[src/rtl/i2c_globals_pkg.sv]
// Shared I2C definitions: bus-level constants, transfer direction and the
// byte-engine target state encoding.
package i2c_globals_pkg;

  localparam int DATA_LENGTH            = 8;
  localparam int REGISTER_ADDRESS_WIDTH = 8;

  localparam logic ACK  = 1'b0;
  localparam logic NACK = 1'b1;

  typedef enum logic {
    WRITE = 1'b0,
    READ  = 1'b1
  } read_write_e;

  typedef enum logic [3:0] {
    IDLE,
    ADDR,
    ADDR_ACK,
    REG,
    REG_ACK,
    WR_DATA,
    WR_ACK,
    RD_DATA,
    RD_ACK,
    WAIT_STOP
  } i2c_target_state_e;

endpackage

[src/rtl/i2c_sync_edge_detect.sv]
// SCL/SDA synchronizers plus one history flop; flags SCL edges and
// START/STOP conditions on the synchronized signals.
module i2c_sync_edge_detect #(
  parameter int SYNC_STAGES = 2
) (
  input  logic pclk,
  input  logic areset,
  input  logic i_scl,
  input  logic i_sda,
  output logic o_sda,
  output logic o_scl_rise,
  output logic o_scl_fall,
  output logic o_start,
  output logic o_stop
);

  logic [SYNC_STAGES-1:0] r_scl_sync;
  logic [SYNC_STAGES-1:0] r_sda_sync;
  logic                   r_scl_d;
  logic                   r_sda_d;
  logic                   w_scl;
  logic                   w_sda;

  // Preset to the idle bus level so reset release never looks like START.
  always_ff @(posedge pclk or negedge areset) begin
    if (!areset) begin
      r_scl_sync <= '1;
      r_sda_sync <= '1;
      r_scl_d    <= 1'b1;
      r_sda_d    <= 1'b1;
    end else begin
      r_scl_sync <= {r_scl_sync[SYNC_STAGES-2:0], i_scl};
      r_sda_sync <= {r_sda_sync[SYNC_STAGES-2:0], i_sda};
      r_scl_d    <= w_scl;
      r_sda_d    <= w_sda;
    end
  end

  assign w_scl      = r_scl_sync[SYNC_STAGES-1];
  assign w_sda      = r_sda_sync[SYNC_STAGES-1];
  assign o_sda      = w_sda;
  assign o_scl_rise =  w_scl & ~r_scl_d;
  assign o_scl_fall = ~w_scl &  r_scl_d;
  assign o_start    =  w_scl & r_scl_d &  r_sda_d & ~w_sda;
  assign o_stop     =  w_scl & r_scl_d & ~r_sda_d &  w_sda;

endmodule

[src/rtl/i2c_target_byte_engine.sv]
// I2C target front end: address/pointer decode, byte writes to and byte reads
// from a register-file port, open-drain ACK and read-data drive.
module i2c_target_byte_engine #(
  parameter int         DATA_LENGTH            = i2c_globals_pkg::DATA_LENGTH,
  parameter int         REGISTER_ADDRESS_WIDTH = i2c_globals_pkg::REGISTER_ADDRESS_WIDTH,
  parameter logic [6:0] TARGET_ADDRESS         = 7'h68,
  parameter int         SYNC_STAGES            = 2
) (
  input  logic                              pclk,
  input  logic                              areset,
  input  logic                              scl_i,
  input  logic                              sda_i,
  output logic                              sda_oe,
  output logic [REGISTER_ADDRESS_WIDTH-1:0] reg_addr,
  output logic                              reg_wr_en,
  output logic [DATA_LENGTH-1:0]            reg_wdata,
  output logic                              reg_rd_en,
  input  logic [DATA_LENGTH-1:0]            reg_rdata,
  output logic                              busy,
  output logic                              nack_seen
);
  import i2c_globals_pkg::*;

  localparam int CW = $clog2(DATA_LENGTH);

  i2c_target_state_e                 r_state;
  logic [CW-1:0]                     r_bitcnt;
  logic [DATA_LENGTH-1:0]            r_shreg;
  logic [REGISTER_ADDRESS_WIDTH-1:0] r_ptr;
  logic                              r_ack_ph;
  read_write_e                       r_rw;
  logic                              r_sda_oe;
  logic                              r_wr_en;
  logic [DATA_LENGTH-1:0]            r_wdata;
  logic                              r_rd_en;
  logic                              r_busy;
  logic                              r_nack;

  logic                   w_sda;
  logic                   w_rise;
  logic                   w_fall;
  logic                   w_start;
  logic                   w_stop;
  logic                   w_last;
  logic [DATA_LENGTH-1:0] w_byte;

  i2c_sync_edge_detect #(.SYNC_STAGES(SYNC_STAGES)) u_sync (
    .pclk       (pclk),
    .areset     (areset),
    .i_scl      (scl_i),
    .i_sda      (sda_i),
    .o_sda      (w_sda),
    .o_scl_rise (w_rise),
    .o_scl_fall (w_fall),
    .o_start    (w_start),
    .o_stop     (w_stop)
  );

  assign w_byte = {r_shreg[DATA_LENGTH-2:0], w_sda};
  assign w_last = (r_bitcnt == CW'(DATA_LENGTH - 1));

  always_ff @(posedge pclk or negedge areset) begin
    if (!areset) begin
      r_state  <= IDLE;
      r_bitcnt <= '0;
      r_shreg  <= '0;
      r_ptr    <= '0;
      r_ack_ph <= 1'b0;
      r_rw     <= WRITE;
      r_sda_oe <= 1'b0;
      r_wr_en  <= 1'b0;
      r_wdata  <= '0;
      r_rd_en  <= 1'b0;
      r_busy   <= 1'b0;
      r_nack   <= 1'b0;
    end else begin
      r_wr_en <= 1'b0;
      r_rd_en <= 1'b0;
      r_nack  <= 1'b0;
      // Post-increment lands the cycle after the write strobe at the old pointer.
      if (r_wr_en) r_ptr <= r_ptr + 1'b1;

      if (w_start) begin
        r_state  <= ADDR;
        r_bitcnt <= '0;
        r_sda_oe <= 1'b0;
      end else if (w_stop) begin
        r_state  <= IDLE;
        r_bitcnt <= '0;
        r_busy   <= 1'b0;
        r_sda_oe <= 1'b0;
      end else begin
        case (r_state)
          ADDR, REG, WR_DATA: begin
            if (w_rise) begin
              r_shreg  <= w_byte;
              r_bitcnt <= r_bitcnt + 1'b1;
              if (w_last) begin
                r_bitcnt <= '0;
                r_ack_ph <= 1'b0;
                if (r_state == ADDR) begin
                  if (w_byte[DATA_LENGTH-1 -: 7] == TARGET_ADDRESS) begin
                    r_state <= ADDR_ACK;
                    r_busy  <= 1'b1;
                    r_rw    <= read_write_e'(w_byte[0]);
                  end else begin
                    r_state <= WAIT_STOP;
                  end
                end else if (r_state == REG) begin
                  r_ptr   <= REGISTER_ADDRESS_WIDTH'(w_byte);
                  r_state <= REG_ACK;
                end else begin
                  r_wdata <= w_byte;
                  r_wr_en <= 1'b1;
                  r_state <= WR_ACK;
                end
              end
            end
          end
          // First fall drives ACK, second fall releases and moves on.
          ADDR_ACK, REG_ACK, WR_ACK: begin
            if (w_fall) begin
              if (!r_ack_ph) begin
                r_sda_oe <= ~ACK;
                r_ack_ph <= 1'b1;
              end else begin
                r_ack_ph <= 1'b0;
                r_bitcnt <= '0;
                if (r_state == ADDR_ACK && r_rw == READ) begin
                  r_state  <= RD_DATA;
                  r_rd_en  <= 1'b1;
                  r_shreg  <= reg_rdata;
                  r_sda_oe <= ~reg_rdata[DATA_LENGTH-1];
                end else begin
                  r_sda_oe <= 1'b0;
                  r_state  <= (r_state == ADDR_ACK) ? REG : WR_DATA;
                end
              end
            end
          end
          RD_DATA: begin
            if (w_fall) begin
              if (w_last) begin
                r_sda_oe <= 1'b0;
                r_bitcnt <= '0;
                r_ack_ph <= 1'b0;
                r_state  <= RD_ACK;
              end else begin
                r_shreg  <= {r_shreg[DATA_LENGTH-2:0], 1'b0};
                r_sda_oe <= ~r_shreg[DATA_LENGTH-2];
                r_bitcnt <= r_bitcnt + 1'b1;
              end
            end
          end
          RD_ACK: begin
            if (w_rise) begin
              if (w_sda == NACK) begin
                r_nack  <= 1'b1;
                r_state <= WAIT_STOP;
              end else begin
                r_ptr    <= r_ptr + 1'b1;
                r_ack_ph <= 1'b1;
              end
            end else if (w_fall && r_ack_ph) begin
              r_ack_ph <= 1'b0;
              r_bitcnt <= '0;
              r_state  <= RD_DATA;
              r_rd_en  <= 1'b1;
              r_shreg  <= reg_rdata;
              r_sda_oe <= ~reg_rdata[DATA_LENGTH-1];
            end
          end
          default: ;
        endcase
      end
    end
  end

  assign sda_oe    = r_sda_oe;
  assign reg_addr  = r_ptr;
  assign reg_wr_en = r_wr_en;
  assign reg_wdata = r_wdata;
  assign reg_rd_en = r_rd_en;
  assign busy      = r_busy;
  assign nack_seen = r_nack;

endmodule

[config.mk]
export PLATFORM = sky130hd
export DESIGN_NAME = i2c_target_byte_engine
export DESIGN_NICKNAME = d
export VERILOG_FILES = /design/src/rtl/i2c_globals_pkg.sv /design/src/rtl/i2c_sync_edge_detect.sv /design/src/rtl/i2c_target_byte_engine.sv
export SDC_FILE = /design/constraint.sdc
export NUM_CORES = 1
export LEC_CHECK = 0
export BUFFER_PORTS_ARGS = -buffer_cell sky130_fd_sc_hd__buf_2
export CAP_MARGIN = 20
export CORE_MARGIN = 2
export CORE_UTILIZATION = 58
export CTS_CLUSTER_DIAMETER = 30
export DETAILED_ROUTE_END_ITERATION = 8
export PLACE_DENSITY = 0.8
export SLEW_MARGIN = 20
export SYNTH_ARGS = -nofsm -noshare
export SYNTH_HDL_FRONTEND = slang
export SYNTH_SLANG_ARGS = --single-unit
[constraint.sdc]
create_clock -name pclk -period 2.89 [get_ports pclk]
set_clock_uncertainty 0.1 [all_clocks]
set_input_delay 0.1445 -clock pclk [delete_from_list [all_inputs] [get_ports pclk]]
set_output_delay 0.1445 -clock pclk [all_outputs]
set_load 0.02 [all_outputs]
==> results of run 1 <==
-- registers in the layout, summed over array words and instances, names as in the netlist, 2 cells and up --
signal / count
r_state: 4
r_bitcnt: 3
u_sync.r_scl_sync: 2
u_sync.r_sda_sync: 2
reg_addr: 8
reg_wdata: 8
r_shreg: 7
-- tightest hold or removal path, cell delays in order --
cell and delay (ns):
buf_2 0.08, mux2_2 0.12, mux2_1 0.11
-- routing by layer --
layer  vias to the layer above  wire, um  track usage, %
li1                       1026         -               -
met3                        14       509            5.48
met4                         0       121            10.3
met5                         -         0               0
met2                       115      2790            40.0
met1                      1054      2740            39.1
-- where the power goes --
group	total (mW)	internal (mW)	switching [mW]	leakage, nW
registers	0.837	0.713	0.124	0.563
clock network	0.412	0.195	0.217	0.0474
logic	1.11	0.497	0.614	0.753
total	2.36	1.41	0.955	1.36
-- cell usage after synthesis, drive strengths merged (5+ instances only) --
master	n
nand3	6
xor2	7
nand4	5
clkbuf	14
nand2	22
nor2b	10
nor2	22
o21ai	12
mux2	25
dfrtp	37
dfstp	6
o2bb2ai	5
nand2b	8
a21oi	12
-- cells by family (layout without fill, tap and decap cells) --
logic type	after synthesis	after routing	synth area share (%)
xor gates and xnor gates	8	8	2.74
adders and majority gates	3	3	1.47
AOI/OAI and AO/OA	57	57	16.0
and+or+nand+nor	100	100	21.8
muxes	28	28	12.2
buffers and inverters	22	55	3.38
DFF	43	43	42.4
-- placed cells by master (no fill, tap or decap), types with 3 or more instances in the layout --
cell           synthesis  routed
and3_1                 3       3
nand3b_1               3       3
buf_4                  0       8
dfstp_2                6       6
mux2i_1                3       3
nand2b_1               8       8
nand2_1               22      22
xor2_1                 7       7
mux2_2                24      24
nor2b_1               10      10
nor3_1                 3       3
nand3_1                6       6
dfrtp_1               37      37
clkbuf_8               0       6
o21ai_0               12      12
inv_1                  4       4
o2bb2ai_1              5       5
nand4_1                5       5
a21oi_1               11      11
nor2_1                21      21
ha_1                   3       3
dlygate4sd3_1          0       3
a311oi_1               3       3
buf_2                  3      32
nor3b_1                3       3
-- cell type report --
type | count | area (sq um)
fill | 344 | 1390
clock inverter | 2 | 16.3
sequential | 43 | 1080
timing repair buffer | 43 | 250
tap | 52 | 65.1
clock buffer | 6 | 82.6
inverter | 4 | 15.0
multi-input combinational | 196 | 1390
-- repair_timing --
action	CTS	global route
hold buffers	3	0
setup buffers	0	0
endpoints found under the setup margin	0	0
hold endpoints to repair	39	0
-- stage by stage --
stage / utilization [%] / setup slack [ns]
6_report: 67.5 / 0.376
5_1_grt: 67.5 / 0.257
4_1_cts: 67.5 / 0.384
3_5_place_dp: 64.5 / 0.442
3_3_place_gp: 64.5 / 0.511
2_1_floorplan: - / 0.537
-- path summary, 6_finish.rpt --
kind | startpoint | end | slack (ns)
setup / recovery | u_sync.r_scl_d | r_shreg[1] | 0.38
hold / removal | reg_rdata[6] | r_shreg[6] | 0.08
setup reg to reg | u_sync.r_scl_d | r_shreg[1] | 0.38
hold reg to reg | u_sync.r_sda_sync[0] | u_sync.r_sda_sync[1] | 0.26
max in group asynchronous | areset | reg_addr[7] | 1.69
min in group asynchronous | areset | r_rw | 0.43
==> impl_metrics.tcl, run 1 <==
set metrics [dict create \
    outcome "finished clean" \
    max-vdd-ir-drop_mv 0.536 \
    via_count 2209 \
    synth_warnings 0 \
    drt_iter0_markers 239 \
    ys_seq_elements 43 \
    yosysTopAreaCellShare_pct 36.2 \
    drt_wl_total_mm 6.17 \
    synth.area.top_cells "dfrtp_1 36%, mux2_2 11%, dfstp_2 6.2%, nand2_1 3.2%, nor2_1 3.1%" \
    dp.cells 335 \
    viasPerCell 6.38 \
    grt_pass1_vias 2078 \
    crit_buf_inv 0 \
    worstPathCellList "nor4bb_1 -> a221oi_1 -> a32oi_2 -> nor3b_4 -> mux2_2" \
    grt_usage_pct 27.0 \
    async_flop_share_pct 100 \
    ant_nets 0 \
    setup_violations 0 \
    min_path_cells 3 \
    fmax_mhz 398 \
    syn-num-nets 276 \
    design_area_sq_um 2900 \
    final_layout_size_suffix_gt1_share_pct 28.9 \
    power.density_nw_per_um2 814 \
    io_pins 33 \
    synth_ff_type "dfrtp_1" \
    io_buffers 32 \
    maxCapViolCount 0 \
    grt_max_degree 44 \
    seq_area_frac_synth_pct 42.4 \
    drc 0 \
    hold_viol_final 0 \
    root_buffer "clkbuf_8" \
    die_h_um 70.4 \
    cts_max_path_buffers 2 \
    slew_viol_final 0 \
    drt_pass1_iterations 6 \
    r2r_cells 5 \
    dp_hpwl_mm 4.38 \
    crit_slowest_cell "dfstp_2" \
    overflow 0 \
    worst_pin_slew_ns 0.940 \
    grt_pass1_wl_mm 10.4 \
    gp_congestion 0.948 \
    clk_latency_ns 0.30 \
    required_ns 2.98 \
    critPathLaunchType "flip-flop" \
    finalSetupTns_ns 0 \
    final_cell_count_no_fill 346 \
    avgSynthCellArea_sq_um 9.80 \
    synth_largest_area_cell "dfrtp_1" \
    syn_to_final_growth_pct 13.4 \
    period_needed_ns 2.51 \
    wire_per_inst_um 17.8 \
    postCtsResizedCells 0 \
    rsz0062_at_grt "no" \
    nets 308 \
    coreArea_sq_um 4290 \
    hold_slack_ns 0.0842 \
    cts.reportedPaths.clkPinSlew_ns 0.09 \
    die_x_um 70.4 \
    placed_area_sq_um 2770 \
    diodes 0 \
    synthCells 261 \
    htreeDepth 2 \
    worst-path-stages 5 \
    synth_edf_count 0 \
    slew_headroom_pct 37.4 \
    crit_path_end_kind "flip-flop" \
    ys_types 59 \
    num_rows 24 \
    finalCritPeriodShare_pct 87.0 \
    crit_family "simple AND/OR/NAND/NOR gates" \
    antenna_found_initial 0 \
    dieArea_sq_um 4960 \
    cpPeakStageDelay_ns 0.65 \
    cp.arrival_ns 2.61 \
    critical_path.max_fanout 12 \
    clkSinkCount 43 \
    path_class "reg -> reg" \
    cts_tree "done" \
    syn_area_sq_um 2560 \
    total_power_mw 2.36 \
    hold_class "in -> reg" \
    initial_utilization_pct 59.6 \
    leakage_nw 1.36 \
    numCtsBuffers 5 \
]
Note: power is estimated with default switching activity, not from simulation.
==> run 2: changes to the inputs <==
- CORE_UTILIZATION: 58 -> 60
- CTS_BUF_LIST: unset -> sky130_fd_sc_hd__clkbuf_2 sky130_fd_sc_hd__clkbuf_4 sky130_fd_sc_hd__clkbuf_8
- PLACE_DENSITY: 0.8 -> 0.82
==> impl_metrics.tcl, run 2 (same netlist as run 1, synthesis figures left out) <==
set metrics [dict create \
    outcome "finished clean" \
    setup_violations 0 \
    via_count 2225 \
    final_cell_count_no_fill 344 \
    hold_class "in -> reg" \
    worst_pin_slew_ns 0.923 \
    nets 308 \
    antenna_found_initial 0 \
    io_buffers 32 \
    root_buffer "clkbuf_8" \
    rsz0062_at_grt "no" \
    total_power_mw 2.42 \
    dp.cells 333 \
    finalCritPeriodShare_pct 88.8 \
    r2r_cells 5 \
    grt_usage_pct 26.6 \
    fmax_mhz 390 \
    slew_viol_final 0 \
    clkSinkCount 43 \
    cp-startpoint "u_sync.r_scl_d" \
    combPwrFrac_pct 45.9 \
    die_h_um 69.3 \
    dp_hpwl_mm 4.36 \
    required_ns 2.96 \
    postCtsResizedCells 0 \
    max-vdd-ir-drop_mv 0.536 \
    grt_max_degree 44 \
    io_pins 33 \
    leakage_nw 1.37 \
    gp_congestion 0.915 \
    pwr-share-clk_pct 19.5 \
    min_path_cells 4 \
    ant_nets 0 \
    cts_tree "done" \
    p_int_mw 1.47 \
    htreeDepth 2 \
    numCtsBuffers 5 \
    coreArea_sq_um 4060 \
    cp.arrival_ns 2.64 \
    r2r-start "u_sync.r_scl_d" \
    power.density_nw_per_um2 831 \
    viasPerCell 6.47 \
    grt_pass1_vias 2081 \
    path_class "reg -> reg" \
    num_rows 23 \
    syn_to_final_growth_pct 13.8 \
    diodes 0 \
    drc 0 \
    drt_pass1_iterations 5 \
    critical_path.max_fanout 12 \
    dieArea_sq_um 4800 \
    setup_ws_ns 0.324 \
    wire_per_inst_um 18.1 \
    period_needed_ns 2.57 \
    r2r_end "r_shreg[6]" \
    die_x_um 69.3 \
    initial_utilization_pct 63.0 \
    maxCapViolCount 0 \
    pwr-share-seq_pct 34.6 \
    layout_commonest_cell "dfrtp_1" \
    finalSetupTns_ns 0 \
    final_util_pct 71.8 \
    mostFrequentLayoutCells "37 x dfrtp_1, 32 x buf_2, 24 x mux2_2, 22 x nand2_1, 21 x nor2_1" \
    overflow 0 \
    slew_headroom_pct 38.5 \
    endpoint "r_shreg[6]" \
    grt_pass1_wl_mm 10.2 \
    dpl_worst_slack_ns 0.420 \
    post_cts_buffers 0 \
    drt_wl_total_mm 6.23 \
    fillers 288 \
    reg2reg_slack_ns 0.32 \
    crit_path_end_kind "flip-flop" \
    critPathLaunchType "flip-flop" \
    cts.reportedPaths.clkPinSlew_ns 0.08 \
    hold_slack_ns 0.0642 \
    hold_viol_final 0 \
    drt_iter0_markers 249 \
    cts_max_path_buffers 2 \
    clk_latency_ns 0.30 \
    netSwitchingPower_mw 0.953 \
    switching_share_pct 39.4 \
    cts_hold_buffers 3 \
    placed_area_sq_um 2770 \
    design_area_sq_um 2910 \
    final_layout_size_suffix_gt1_share_pct 28.9 \
]
run 2: changes by cell type in the layout (fill, tap and decap cells not counted):
cell,before,now
bufinv_16,0,1
clkbuf_8,6,5
clkinv_2,0,1
clkinvlp_4,1,0
run 2: worst min-delay path by stage:
stage / from / endpoint / slack (ns)
2_1_floorplan: areset / busy / -0.25
3_3_place_gp: sda_i / u_sync.r_sda_sync[0] / 0.15
3_5_place_dp: sda_i / u_sync.r_sda_sync[0] / 0.15
4_1_cts: reg_rdata[7] / sda_oe / 0.07
5_1_grt: reg_rdata[7] / sda_oe / 0.10
6_report: reg_rdata[7] / sda_oe / 0.06
run 2: routing by layer:
| layer | GRT usage, % | part of all wire, % | vias up |
|---|---|---|---|
| li1 | - | - | 1026 |
| met1 | 38.7 | 45 | 1070 |
| met2 | 40.4 | 46 | 117 |
| met3 | 4.22 | 7.4 | 12 |
| met4 | 9.37 | 1.8 | 0 |
| met5 | 0 | 0 | - |
run 2: area by class of cell:
| class | count | area [sq um] | area share (%) |
|---|---|---|---|
| repair buffers | 43 | 250 | 8.59 |
| clock buffers | 5 | 68.8 | 2.36 |
| inverters | 4 | 15.0 | 0.516 |
| flip-flops and latches | 43 | 1080 | 37.2 |
| clock inverters | 3 | 43.8 | 1.50 |
| multi-input cells | 196 | 1390 | 47.7 |
| well taps | 50 | 62.6 | 2.15 |
run 2: power by group through the flow:
stage / Sequential, mW / Clock (mW) / Combinational [mW]
floorplan: 0.808 / 0 / 0.856
global placement: 0.839 / 0 / 1.07
detailed placement: 0.845 / 0 / 1.09
CTS: 0.833 / 0.479 / 1.10
global route: 0.852 / 0.511 / 1.20
finish: 0.837 / 0.473 / 1.11
run 2: worst max-delay path, cell delays in order (launching register included):
cell	delay (ns)
dfstp_2	0.65
nor2b_1	0.34
nand2_1	0.14
a32oi_2	0.37
nor3b_4	0.46
mux2_1	0.37
